==> config.mk <==
export PLATFORM = sky130hd
export DESIGN_NAME = fifo_status_monitor
export DESIGN_NICKNAME = d
export VERILOG_FILES = /design/src/rtl/fifo_status_monitor.sv
export SDC_FILE = /design/constraint.sdc
export NUM_CORES = 1
export LEC_CHECK = 0
export CAP_MARGIN = 20
export CORE_MARGIN = 2
export CORE_UTILIZATION = 53
export DETAILED_ROUTE_END_ITERATION = 16
export PLACE_DENSITY = 0.91
export SYNTH_ARGS = -nofsm -noshare
export SYNTH_HDL_FRONTEND = slang
export SYNTH_SLANG_ARGS = --single-unit
export TNS_END_PERCENT = 1
==> constraint.sdc <==
create_clock -name clk -period 2.21 [get_ports clk]
set_input_delay 0.5525 -clock clk [delete_from_list [all_inputs] [get_ports clk]]
set_output_delay 0.5525 -clock clk [all_outputs]
set_load 0.05 [all_outputs]
==> src/rtl/fifo_status_monitor.sv <==
// Status/interrupt monitor for NUM_CH FIFOs: registers each FIFO's status signals,
// keeps sticky overflow/underflow flags and fill-level watermarks, and serves register reads.
module fifo_status_monitor #(
    parameter int NUM_CH      = 4,
    parameter int USEDW_WIDTH = 8,
    parameter int AFULL_LVL   = 2**USEDW_WIDTH - 4,
    parameter int AEMPTY_LVL  = 4
) (
    input  logic                          clk,
    input  logic                          rstx,
    input  logic [NUM_CH*USEDW_WIDTH-1:0] usedw,
    input  logic [NUM_CH-1:0]             full,
    input  logic [NUM_CH-1:0]             empty,
    input  logic [NUM_CH-1:0]             wrreq,
    input  logic [NUM_CH-1:0]             rdreq,
    input  logic                          rd_en,
    input  logic [3:0]                    rd_sel,
    input  logic                          rd_word,
    input  logic [NUM_CH-1:0]             irq_mask,
    output logic [31:0]                   status,
    output logic                          status_valid,
    output logic                          irq
);

    localparam int W = USEDW_WIDTH;
    localparam logic [W-1:0] AFULL_T  = W'(AFULL_LVL);
    localparam logic [W-1:0] AEMPTY_T = W'(AEMPTY_LVL);

    // Input stage
    logic [NUM_CH*W-1:0] usedw_q;
    logic [NUM_CH-1:0]   full_q, empty_q, wrreq_q, rdreq_q, irq_mask_q;

    // Sticky flags, watermarks and read-port registers
    logic [NUM_CH-1:0]   ovf_q, ovf_d, udf_q, udf_d;
    logic [NUM_CH*W-1:0] wm_q, wm_d;
    logic [31:0]         status_q, status_d;
    logic                status_valid_q;
    logic                irq_q, irq_d;

    logic [NUM_CH-1:0]   sel_hit;
    logic [NUM_CH-1:0]   clr_hit;
    logic [NUM_CH-1:0]   afull, aempty;

    // Read port: rd_en is a one-cycle request with no back-pressure; every request
    // is answered by exactly one status_valid pulse on the following cycle, and
    // status holds its value between responses.
    always_comb begin
        sel_hit = '0;
        for (int c = 0; c < NUM_CH; c++) begin
            sel_hit[c] = rd_en && (rd_sel == 4'(c));
        end
    end

    assign clr_hit = sel_hit & {NUM_CH{~rd_word}};

    always_comb begin
        afull  = '0;
        aempty = '0;
        for (int c = 0; c < NUM_CH; c++) begin
            afull[c]  = (usedw_q[c*W +: W] >= AFULL_T) || full_q[c];
            aempty[c] = (usedw_q[c*W +: W] <= AEMPTY_T) && !full_q[c];
        end
    end

    // A new event in the same cycle as a clear-on-read keeps the flag set.
    assign ovf_d = (ovf_q & ~clr_hit) | (wrreq_q & full_q);
    assign udf_d = (udf_q & ~clr_hit) | (rdreq_q & empty_q);

    always_comb begin
        wm_d = wm_q;
        for (int c = 0; c < NUM_CH; c++) begin
            if (sel_hit[c] && rd_word) begin
                wm_d[c*W +: W] = usedw_q[c*W +: W];
            end else if (usedw_q[c*W +: W] > wm_q[c*W +: W]) begin
                wm_d[c*W +: W] = usedw_q[c*W +: W];
            end
        end
    end

    // Out-of-range rd_sel matches no channel, so it returns zero and changes nothing.
    always_comb begin
        status_d = status_q;
        if (rd_en) begin
            status_d = '0;
            for (int c = 0; c < NUM_CH; c++) begin
                if (sel_hit[c]) begin
                    if (rd_word) begin
                        status_d[W-1:0] = wm_q[c*W +: W];
                    end else begin
                        status_d[W-1:0] = usedw_q[c*W +: W];
                        status_d[16]    = full_q[c];
                        status_d[17]    = empty_q[c];
                        status_d[18]    = afull[c];
                        status_d[19]    = aempty[c];
                        status_d[20]    = ovf_q[c];
                        status_d[21]    = udf_q[c];
                    end
                end
            end
        end
    end

    assign irq_d = |((ovf_q | udf_q) & irq_mask_q);

    always_ff @(posedge clk or negedge rstx) begin
        if (!rstx) begin
            usedw_q        <= '0;
            full_q         <= '0;
            empty_q        <= '1;
            wrreq_q        <= '0;
            rdreq_q        <= '0;
            irq_mask_q     <= '0;
            ovf_q          <= '0;
            udf_q          <= '0;
            wm_q           <= '0;
            status_q       <= '0;
            status_valid_q <= 1'b0;
            irq_q          <= 1'b0;
        end else begin
            usedw_q        <= usedw;
            full_q         <= full;
            empty_q        <= empty;
            wrreq_q        <= wrreq;
            rdreq_q        <= rdreq;
            irq_mask_q     <= irq_mask;
            ovf_q          <= ovf_d;
            udf_q          <= udf_d;
            wm_q           <= wm_d;
            status_q       <= status_d;
            status_valid_q <= rd_en;
            irq_q          <= irq_d;
        end
    end

    assign status       = status_q;
    assign status_valid = status_valid_q;
    assign irq          = irq_q;

endmodule

; Word level (Yosys, flattened, before mapping)
; Index checks and enable logic that the tools add are counted.
[classes]
n_lt_le_gt_ge = 12
eq_ne = 3
reduce_logical = 26
n_bitwise = 11
n_mux = 24
[op_table]
columns = cell, count
row1 = two-way mux 8 bit, 16
row2 = two-way mux 6 bit, 8
row3 = >= comparator 8 bit (second input constant), 4
row4 = > comparator 8 bit, 4
row5 = <= comparator 8 x 3 -> 1 bit (second input constant), 4
row6 = bitwise AND 4 bit, 6
row7 = logical AND 1 bit, 12
row8 = OR 4 bit, 3
row9 = == test 4 x 2 -> 1 bit (second input constant), 2
row10 = nonzero test 2 bit, 4
row11 = == test 4 x 1 -> 1 bit (second input constant), 1
row12 = zero test 1 bit, 4
row13 = zero test 4 bit, 1
row14 = logical OR 1 bit, 4
row15 = NOT 4 bit, 1
row16 = OR reduction 4 bit, 1
row17 = NOT 1 bit, 1
[totals]
out_inout_bits = 34
wordCells = 91
register_bits = 108

; Longest topological paths before layout
; Gate-level depths: netlist of the first run.
[depth]
word_depth = 10
mapped_depth = 8
depth_no_buf = 7

; Least setup slack after synthesis of the first run
; OpenSTA, ideal clock, no wires.
[synth_timing]
path_kind = input-to-reg
startpoint = in rd_sel[3]
endpoint = reg wm_q[24]
path_slack_ps = 149
arrival_ps = 1936
cell_stages = 7
required_ps = 2085
path_buffers = 2
cell_sequence = or3b_1 > buf_4 > nor2_8 > o21bai_1 > o31a_1 > buf_4 > mux2_2
[synth_via]
elab_chain_cells = 4
[synth_rtl]
columns = element, line_no
row1 = start: declaration, 17  ; input logic [3:0] rd_sel,
row2 = == test 4 x 2 -> 1 bit *, 50  ; sel_hit[c] = rd_en && (rd_sel == 4'(c));
row3 = logical AND 1 bit *, 50
row4 = logical AND 1 bit *, 72  ; if (sel_hit[c] && rd_word) begin
row5 = two-way mux 8 bit / nonzero test 2 bit (equally long branches), --
row6 = end signal: assignment, 128  ; wm_q <= wm_d;
row7 = end: declaration, 35  ; logic [NUM_CH*W-1:0] wm_q, wm_d;
; Every way passes the cells marked *; elsewhere a longest branch is shown, timed or not.
; A chain may end at the register's enable or synchronous reset.

; Final worst setup path of the first run
[layout_timing]
startpoint = in rd_word
endpoint = reg wm_q[30]
[layout_via]
elab_chain_cells = 2
[layout_rtl]
columns = element, line_no
row1 = start: declaration, 18  ; input logic rd_word,
row2 = logical AND 1 bit *, 72
row3 = two-way mux 8 bit / nonzero test 2 bit (equally long branches), --
; Marks and branches as above.

==> results.md, run 1 <==
* Run status: finished clean
* Post-route minimum period at approximately 2200 ps
* Post-detailed-route DRC marker count at 0
* Combinational share of power at 37.0%
* Proportion of power drawn by flip-flops and latches at 43.4%
* Simple logic cell fraction of the synthesized area at 10.2%
* Full die area at 10500 um^2
* Number of hold-slack violations in the final timing report at 0
* Share of synthesized flip-flops with an asynchronous set or reset at between 90% and 100%
* Internal Dissipation at 0.00418 W
* Final Power at 0.00628 W
* Effective utilization at floorplan at 55.0%
* Startpoint type of the worst setup path: primary input
* Routability cong. at 0.895
* Level count of the clock H-tree at 3
* Die Span X at approximately 100 um
* Y dimension of the die at 102 um
* Worst VDD drop at 0.519 mV
* Warnings, synthesis at 0
* Clock edge transition at the registers on the reported setup and hold paths at 90 ps
* Top_reg_cell synth: sky130_fd_sc_hd__dfrtp_1
* Average footprint of a synthesized cell at 11.9 um^2
* Fillers at approximately 650
* Synth Area in Adders at 7.80%
* Drt first-iter violations at 313
* I/O pin count at 94
* Initial antenna violation count at 0
* Worst-case headroom to the max-slew limit at 63.5%
* I/O Buffers at 75
* Total congestion overflow after global routing at 0
* Maximum number of buffers from clock root to sink at 2
* Antenna violation net count after detailed routing at 0
* Worst Skew at 12.4 ps
* Global-route wire length before repair at 19900 um
* Max-capacitance violation count at 0
* Layout cells sized above 1 at 18.8%
* Maximum number of pins on one net before global-route repair at 41
* Floorplan Core Area at 9330 um^2
* CP max FO at 6
* Via density at approximately 5.6
* Mux contribution to synthesized area at between 10% and 20%
* Power Density at 956 nW/um^2
* First-pass detailed-route iteration total at 4
* Number of max-slew violations in the final report at 0
* Register-to-register setup slack at 120 ps
* Switching share of power at 33.5%
* Xor and xnor fraction of the mapped netlist area at 0%
* Setup-violating endpoint count in the final report at 0
* Clock tree from TritonCTS: done
* Number of register bits inferred by synthesis at 108
* Post-synth EDFFs at 0
* Clk Latency, worst-skew pair at 380 ps
* Total area of multi-input combinational cells at 2210 um^2
* Share of the clock period used by the worst path at between 90 and 100%
* Slowest stage cell, crit path: sky130_fd_sc_hd__clkdlybuf4s50_1
* Compound-cell area share of the yosys netlist at 11.1%
* Achievable Freq at 460 MHz
* Total clock sinks at 108
* Cell type contributing the most total cell area after synthesis: sky130_fd_sc_hd__dfrtp_1
* Final standard cell utilization of the core at 70.4%
* Antenna cell count at 0
* Hold Crit Class: in -> async
* Hold_ws at between 150 and 200 ps
* Total global-route track usage at 25.1%
* Synth top area cells: sky130_fd_sc_hd__dfrtp_1 51%, sky130_fd_sc_hd__ha_1 7.8%, sky130_fd_sc_hd__mux2i_1 3.9%, sky130_fd_sc_hd__mux2_2 3.3%, sky130_fd_sc_hd__buf_4 3.2%
* Number of cells after detailed placement at around 670
* Actual slew at the worst max-slew pin at 543 ps
* Post-Synthesis Cells at 432
* Final HPWL from detailed placement at 9560 um
* Number of buffers inserted during clock tree synthesis at 9
* Net Sw Power at 0.00210 W
* Arrival time at the worst endpoint at 2440 ps
* Area growth from synthesis to layout at 28.0%
* Vias in the first global route at around 4000
* Max stage delay on crit path at approximately 550 ps
* Share of the yosys chip area belonging to registers at a little over half
* Buffer type at the clock tree root: sky130_fd_sc_hd__clkbuf_8
* Number of nets in the final layout at 645
* Crit-path cells: clkdlybuf4s50_1 -> nand3_2 -> buf_12 -> nor2_8 -> or3_1 -> o31a_1 -> buf_4 -> mux2_1
* Leakage power summed over all cells at 3.06 nW
* Area share of the leading cell type in the synthesized netlist at 50.7%
* Count of non-filler cells in the finished layout at 687
* Clock share of power at 19.6%
* Area taken by flip-flops and latches at 2710 um^2
* Category of the most critical setup path: in -> reg
* Routed length per placed instance at between 15 and 20 um
* Count of vias placed by the detailed router at 3848
* Hold-fix buffers, CTS at 0
* Placement Rows at 35
* Count of unique library cells instantiated by Yosys at 51
* Total standard cell area after synthesis at 5130 um^2
* Required @ worst endpoint at 2470 ps
* Type of destination of the critical path: flop
* Largest family of logic cells by synthesized area: multiplexers
* Final Routed Wirelength at 12400 um
## layer usage
layer	vias up	track usage [%]	routed length (um)
li1	1772	-	-
met1	1884	32.8	5190
met2	163	40.9	6150
met3	29	4.38	744
met4	0	11.8	324
met5	-	0	0
## path summary, 6_finish.rpt
kind,startpoint,end,cells past startpoint
min,rstx,usedw_q[16],1
max,rd_word,wm_q[30],8
min reg2reg,rdreq_q[0],udf_q[0],1
min in group clk,rdreq_q[0],udf_q[0],1
max in group asynchronous,rstx,empty_q[2],2
max reg2reg,usedw_q[5],wm_q[6],7
## registers in the layout, summed over array words and instances (netlist names)
register,flops
irq,1
usedw_q,32
wm_q,32
udf_q,4
full_q,4
rdreq_q,4
irq_mask_q,4
empty_q,4
wrreq_q,4
status,14
status_valid,1
ovf_q,4
## final cells by class
cell class | count | share of cell area, %
Clock inverter | 5 | 0.914
Inverter | 34 | 1.94
Sequential cell | 108 | 41.2
Timing Repair Buffer | 122 | 17.7
Clock buffer | 11 | 2.15
Multi-Input combinational cell | 278 | 33.7
Tap cell | 129 | 2.46
## worst max-delay path, delay by kind of cell
kind / cells / cell delay, ps
compound gates: 1 / 130
simple gates: 3 / 610
buf+inv: 3 / 830
mux: 1 / 310
## kinds of logic after synthesis
family | after synthesis
compound gates | 81
fa+ha+maj | 32
buf+inv | 63
flops | 108
mux | 53
other cells | 1
simple gates | 94
## power groups by stage
stage / Clock (W) / Sequential, W / Combinational (W)
after floorplan: 0 / 0.00271 / 0.00151
after detailed placement: 0 / 0.00275 / 0.00224
after CTS: 0.00126 / 0.00272 / 0.00225
after global routing: 0.00136 / 0.00277 / 0.00255
final: 0.00123 / 0.00273 / 0.00232
after global placement: 0 / 0.00273 / 0.00209
## Yosys cell counts (4+ instances only)
master,n
sky130_fd_sc_hd__dfrtp_1,104
sky130_fd_sc_hd__inv_1,34
sky130_fd_sc_hd__ha_1,32
sky130_fd_sc_hd__buf_4,22
sky130_fd_sc_hd__nor2_1,22
sky130_fd_sc_hd__mux2i_1,20
sky130_fd_sc_hd__a21oi_1,15
sky130_fd_sc_hd__mux2_2,15
sky130_fd_sc_hd__o21ai_0,14
sky130_fd_sc_hd__nand4_1,13
sky130_fd_sc_hd__a22oi_1,12
sky130_fd_sc_hd__nand3_1,12
sky130_fd_sc_hd__mux2_1,10
sky130_fd_sc_hd__a22o_1,8
sky130_fd_sc_hd__mux2_4,8
sky130_fd_sc_hd__nand2_1,8
sky130_fd_sc_hd__or3_1,8
sky130_fd_sc_hd__a211oi_1,6
sky130_fd_sc_hd__nor2b_1,5
sky130_fd_sc_hd__o22a_1,5
sky130_fd_sc_hd__and3_1,4
sky130_fd_sc_hd__dfstp_2,4
sky130_fd_sc_hd__nor3_1,4
sky130_fd_sc_hd__nor4_1,4
sky130_fd_sc_hd__o211ai_1,4
## placed cells by master, fill, tap and decap left out, types with 15 or more instances in the layout
master and n:
sky130_fd_sc_hd__inv_1 34, sky130_fd_sc_hd__ha_1 31, sky130_fd_sc_hd__mux2_2 15, sky130_fd_sc_hd__clkdlybuf4s50_1 70
sky130_fd_sc_hd__buf_4 44, sky130_fd_sc_hd__dfrtp_1 104, sky130_fd_sc_hd__conb_1 18, sky130_fd_sc_hd__a21oi_1 15
sky130_fd_sc_hd__mux2i_1 20, sky130_fd_sc_hd__nor2_1 19
## repair_timing
action,CTS,global route
setup endpoints to repair,31,34
pin swaps,0,1
buffers inserted,0,2
resized for setup,2,13
## metrics by stage
step	area (um^2)	TNS, ps	setup WS (ps)
floorplan	5200	0	149
global placement	6290	-13630	-382
detailed placement	6290	-16550	-463
CTS	6500	-411	-40.4
global route	6570	-5.32	-5.23
finish	6570	0	33.9
Note: power is estimated with default switching activity, not from simulation.
==> run 2, diff against run 1 <==
--- a/config.mk
+++ b/config.mk
@@ -5,11 +5,13 @@
 export SDC_FILE = /design/constraint.sdc
 export NUM_CORES = 1
 export LEC_CHECK = 0
+export ABC_AREA = 1
 export CAP_MARGIN = 20
 export CORE_MARGIN = 2
 export CORE_UTILIZATION = 53
 export DETAILED_ROUTE_END_ITERATION = 16
-export PLACE_DENSITY = 0.91
+export PLACE_DENSITY = 0.9
+export SETUP_SLACK_MARGIN = 0.2
 export SYNTH_ARGS = -nofsm -noshare
 export SYNTH_HDL_FRONTEND = slang
 export SYNTH_SLANG_ARGS = --single-unit
==> run 2 against run 1 <==
  * Critical path depth decreased by 7
  * Routed wire length is 4.7% higher
  * Non-clock buffer count shrank 40
  * Final area rose by 0.25%
  * Power decreased by 0.91%
  * Critical path type is now reg -> out
  * Largest cell class unchanged
  * Largest power group unchanged
==> results.md, run 2 <==
* CP max FO at 2 (-4)
* Count of non-filler cells in the finished layout at 865 (+26%)
* Worst Skew at 16.1 ps (+3.67 ps)
* Placement Rows at 37 (+5.7%)
* Worst VDD drop at 0.588 mV (+13%)
* Number of nets in the final layout at 816 (+27%)
* Global-route wire length before repair at 22000 um (+11%)
* Die Span X at 105 um (+2.9%)
* Floorplan Core Area at 10100 um^2 (+8.7%)
* Compound-cell area share of the yosys netlist at 6.93% (-4.1 points)
* Total congestion overflow after global routing at 0 (unchanged)
* Total global-route track usage at 25.1% (-0.056 points)
* Xor and xnor fraction of the mapped netlist area at 0% (unchanged)
* Total standard cell area after synthesis at 5450 um^2 (+6.1%)
* Slowest stage cell, crit path: sky130_fd_sc_hd__dlygate4sd2_1
* Mux contribution to synthesized area at 0% (-12 points)
* Level count of the clock H-tree at 3 (unchanged)
* Count of buffering cells on the critical path with inverters included at 1 (-2)
* Post-route minimum period at 1900 ps (-275 ps)
* Area share of the leading cell type in the synthesized netlist at 47.8% (-2.9 points)
* Full die area at 11100 um^2 (+5.9%)
* Number of hold-slack violations in the final timing report at 0 (unchanged)
* Final standard cell utilization of the core at 65.0% (-5.5 points)
* Antenna cell count at 0 (unchanged)
* Post-Synthesis Cells at 644 (+49%)
* Number of buffers inserted during clock tree synthesis at 9 (unchanged)
* Leading cell type in the layout, fill and taps excluded: sky130_fd_sc_hd__nand2_1
* Leakage power summed over all cells at 3.53 nW (+16%)
* First-pass detailed-route iteration total at 5 (+1)
* Leading post-synthesis cells by instance count: 203 x sky130_fd_sc_hd__nand2_1, 104 x sky130_fd_sc_hd__dfrtp_1, 70 x sky130_fd_sc_hd__inv_1, 46 x sky130_fd_sc_hd__nand3_1
* Synth top area cells: sky130_fd_sc_hd__dfrtp_1 48%, sky130_fd_sc_hd__nand2_1 14%, sky130_fd_sc_hd__ha_1 7.3%, sky130_fd_sc_hd__inv_1 4.8%, sky130_fd_sc_hd__nand3_1 4.2%
* Vias in the first global route at 4750 (+18%)
* Maximum number of buffers from clock root to sink at 2 (unchanged)
* Type of destination of the critical path: output port
* Number of register bits inferred by synthesis at 108 (unchanged)
* Category of the most critical setup path: reg -> out
* Area growth from synthesis to layout at 20.9%
* Clock tree from TritonCTS: done
* Count of unique library cells instantiated by Yosys at 29 (-43%)
* I/O Buffers at 75 (unchanged)
* Simple logic cell fraction of the synthesized area at 26.9% (+17 points)
* Hold Crit Class: in -> async
* Worst-case headroom to the max-slew limit at 61.4% (-2.1 points)
* Actual slew at the worst max-slew pin at 578 ps (+34.2 ps)
* Unrepaired setup endpoints after global routing: false
* Register-to-register setup slack at 430 ps (+310 ps)
* Crit-path cells: dlygate4sd2_1
* Arrival time at the worst endpoint at 1350 ps (-1090 ps)
* Initial antenna violation count at 0 (unchanged)
* Required @ worst endpoint at 1660 ps (-810 ps)
* Effective utilization at floorplan at 53.7% (-1.3 points)
* Cell family with the largest share of critical-path delay: buffers and inverters
* Startpoint type of the worst setup path: flop
* Final Routed Wirelength at 13000 um (+4.7%)
* Y dimension of the die at 105 um (+2.9%)
* Share of the yosys chip area belonging to registers at 49.7% (-3.1 points)
* Via density at 5.40 (-3.6%)
* Post-synth EDFFs at 0 (unchanged)
* Max stage delay on crit path at 550 ps (about the same)
* Cell type contributing the most total cell area after synthesis: sky130_fd_sc_hd__dfrtp_1
* Hold-fix buffers, CTS at 0 (unchanged)
* Max-capacitance violation count at 0 (unchanged)
* Achievable Freq at 526 MHz (+14%)
* Drt first-iter violations at 406 (+30%)
* Share of synthesized flip-flops with an asynchronous set or reset at 100% (unchanged)
* Largest family of logic cells by synthesized area: simple AND/OR/NAND/NOR gates
* Run status: finished clean
* Clock edge transition at the registers on the reported setup and hold paths at 110 ps (+20 ps)
* Post-detailed-route DRC marker count at 0 (unchanged)
* Fillers at 783 (+21%)
* Buffer type at the clock tree root: sky130_fd_sc_hd__clkbuf_8
* Power Density at 945 nW/um^2 (-1.2%)
* Average footprint of a synthesized cell at 8.46 um^2 (-29%)
* Routability cong. at 0.883 (-1.4%)
* Final HPWL from detailed placement at 9620 um (+0.58%)
* Maximum number of pins on one net before global-route repair at 45 (+9.8%)
* Antenna violation net count after detailed routing at 0 (unchanged)
* Most frequent cells in the layout: 203 x sky130_fd_sc_hd__nand2_1, 104 x sky130_fd_sc_hd__dfrtp_1, 70 x sky130_fd_sc_hd__inv_1
* Warnings, synthesis at 0 (unchanged)
* Synth Area in Adders at 7.35% (-0.45 points)
* Layout cells sized above 1 at 7.27% (-12 points)
* Number of max-slew violations in the final report at 0 (unchanged)
* Share of the clock period used by the worst path at 86.0% (-12 points)
* I/O pin count at 94 (unchanged)
* Clk Latency, worst-skew pair at 390 ps (about the same)
* Routed length per placed instance at 15.0 um (-17%)
* Cell with the most instances after synthesis: sky130_fd_sc_hd__nand2_1
* Total clock sinks at 108 (unchanged)
* Number of cells after detailed placement at 849 (+27%)
* Top_reg_cell synth: sky130_fd_sc_hd__dfrtp_1
* Total negative slack for setup checks at 0 ps (unchanged)
* Count of vias placed by the detailed router at 4669 (+21%)
* Setup-violating endpoint count in the final report at 0 (unchanged)
run 2: cell types whose count changed after synthesis, sizes merged, moves of 15 or more:
cell / previous run / this run
inv: 34 / 73
mux2: 33 / 0
mux2i: 20 / 0
nand2: 8 / 220
nand3: 13 / 46
nor2: 23 / 38
o21ai: 14 / 36
run 2: report_power, final:
group	internal, W	switching [W]	leakage [nW]
clock	0.000717	0.000708	0.122
combinational	0.000782	0.00134	2.13
sequential	0.00235	0.000329	1.27
run 2: stage by stage:
step                      hold WS [ps]  cell area, um^2  worst slack, ps  total power, W
after CTS                          121             6550             21.5         0.00623
after global placement             433             6310              161         0.00461
final                              116             6590              309         0.00622
after global routing               135             6590              278         0.00669
after floorplan                    257             5510              756         0.00415
after detailed placement           446             6310             92.2         0.00480
run 2: routing by layer:
layer,wire length [um],vias to the layer above,track usage [%]
met3,846,48,5.32
met1,5130,2217,30.7
met4,469,0,11.9
met5,0,-,0
li1,-,2185,-
met2,6530,219,42.2
run 2: path summary, 6_finish.rpt:
path | cells after the start | start | to
setup / recovery | 1 | status[3] | status[3]
hold / removal | 1 | rstx | status_valid
setup reg to reg | 8 | usedw_q[7] | wm_q[0]
hold reg to reg | 2 | wrreq_q[0] | ovf_q[0]
max in group asynchronous | 2 | rstx | wm_q[2]
min in group clk | 2 | wrreq_q[0] | ovf_q[0]
run 2: cell families after synthesis:
family	Yosys count
and+or+nand+nor	329
DFF	108
buffers and inverters	104
AOI/OAI and AO/OA	70
adders and majority gates	32
other	1
run 2: cell type report:
| cell class | instances | area, um^2 | area share, % |
|---|---|---|---|
| Tap cell | 136 | 170 | 2.58 |
| Timing Repair Buffer | 82 | 875 | 13.3 |
| Multi-Input combinational cell | 449 | 2310 | 35.1 |
| Clock inverter | 5 | 88.8 | 1.35 |
| Inverter | 74 | 282 | 4.27 |
| Clock buffer | 11 | 151 | 2.30 |
| Sequential cell | 108 | 2710 | 41.1 |
run 2: what timing repair did:
action	in CTS	in global routing
hold endpoints to repair	0	0
buffers inserted	0	0
endpoints found under the setup margin	16	15
gates resized for setup	1	15
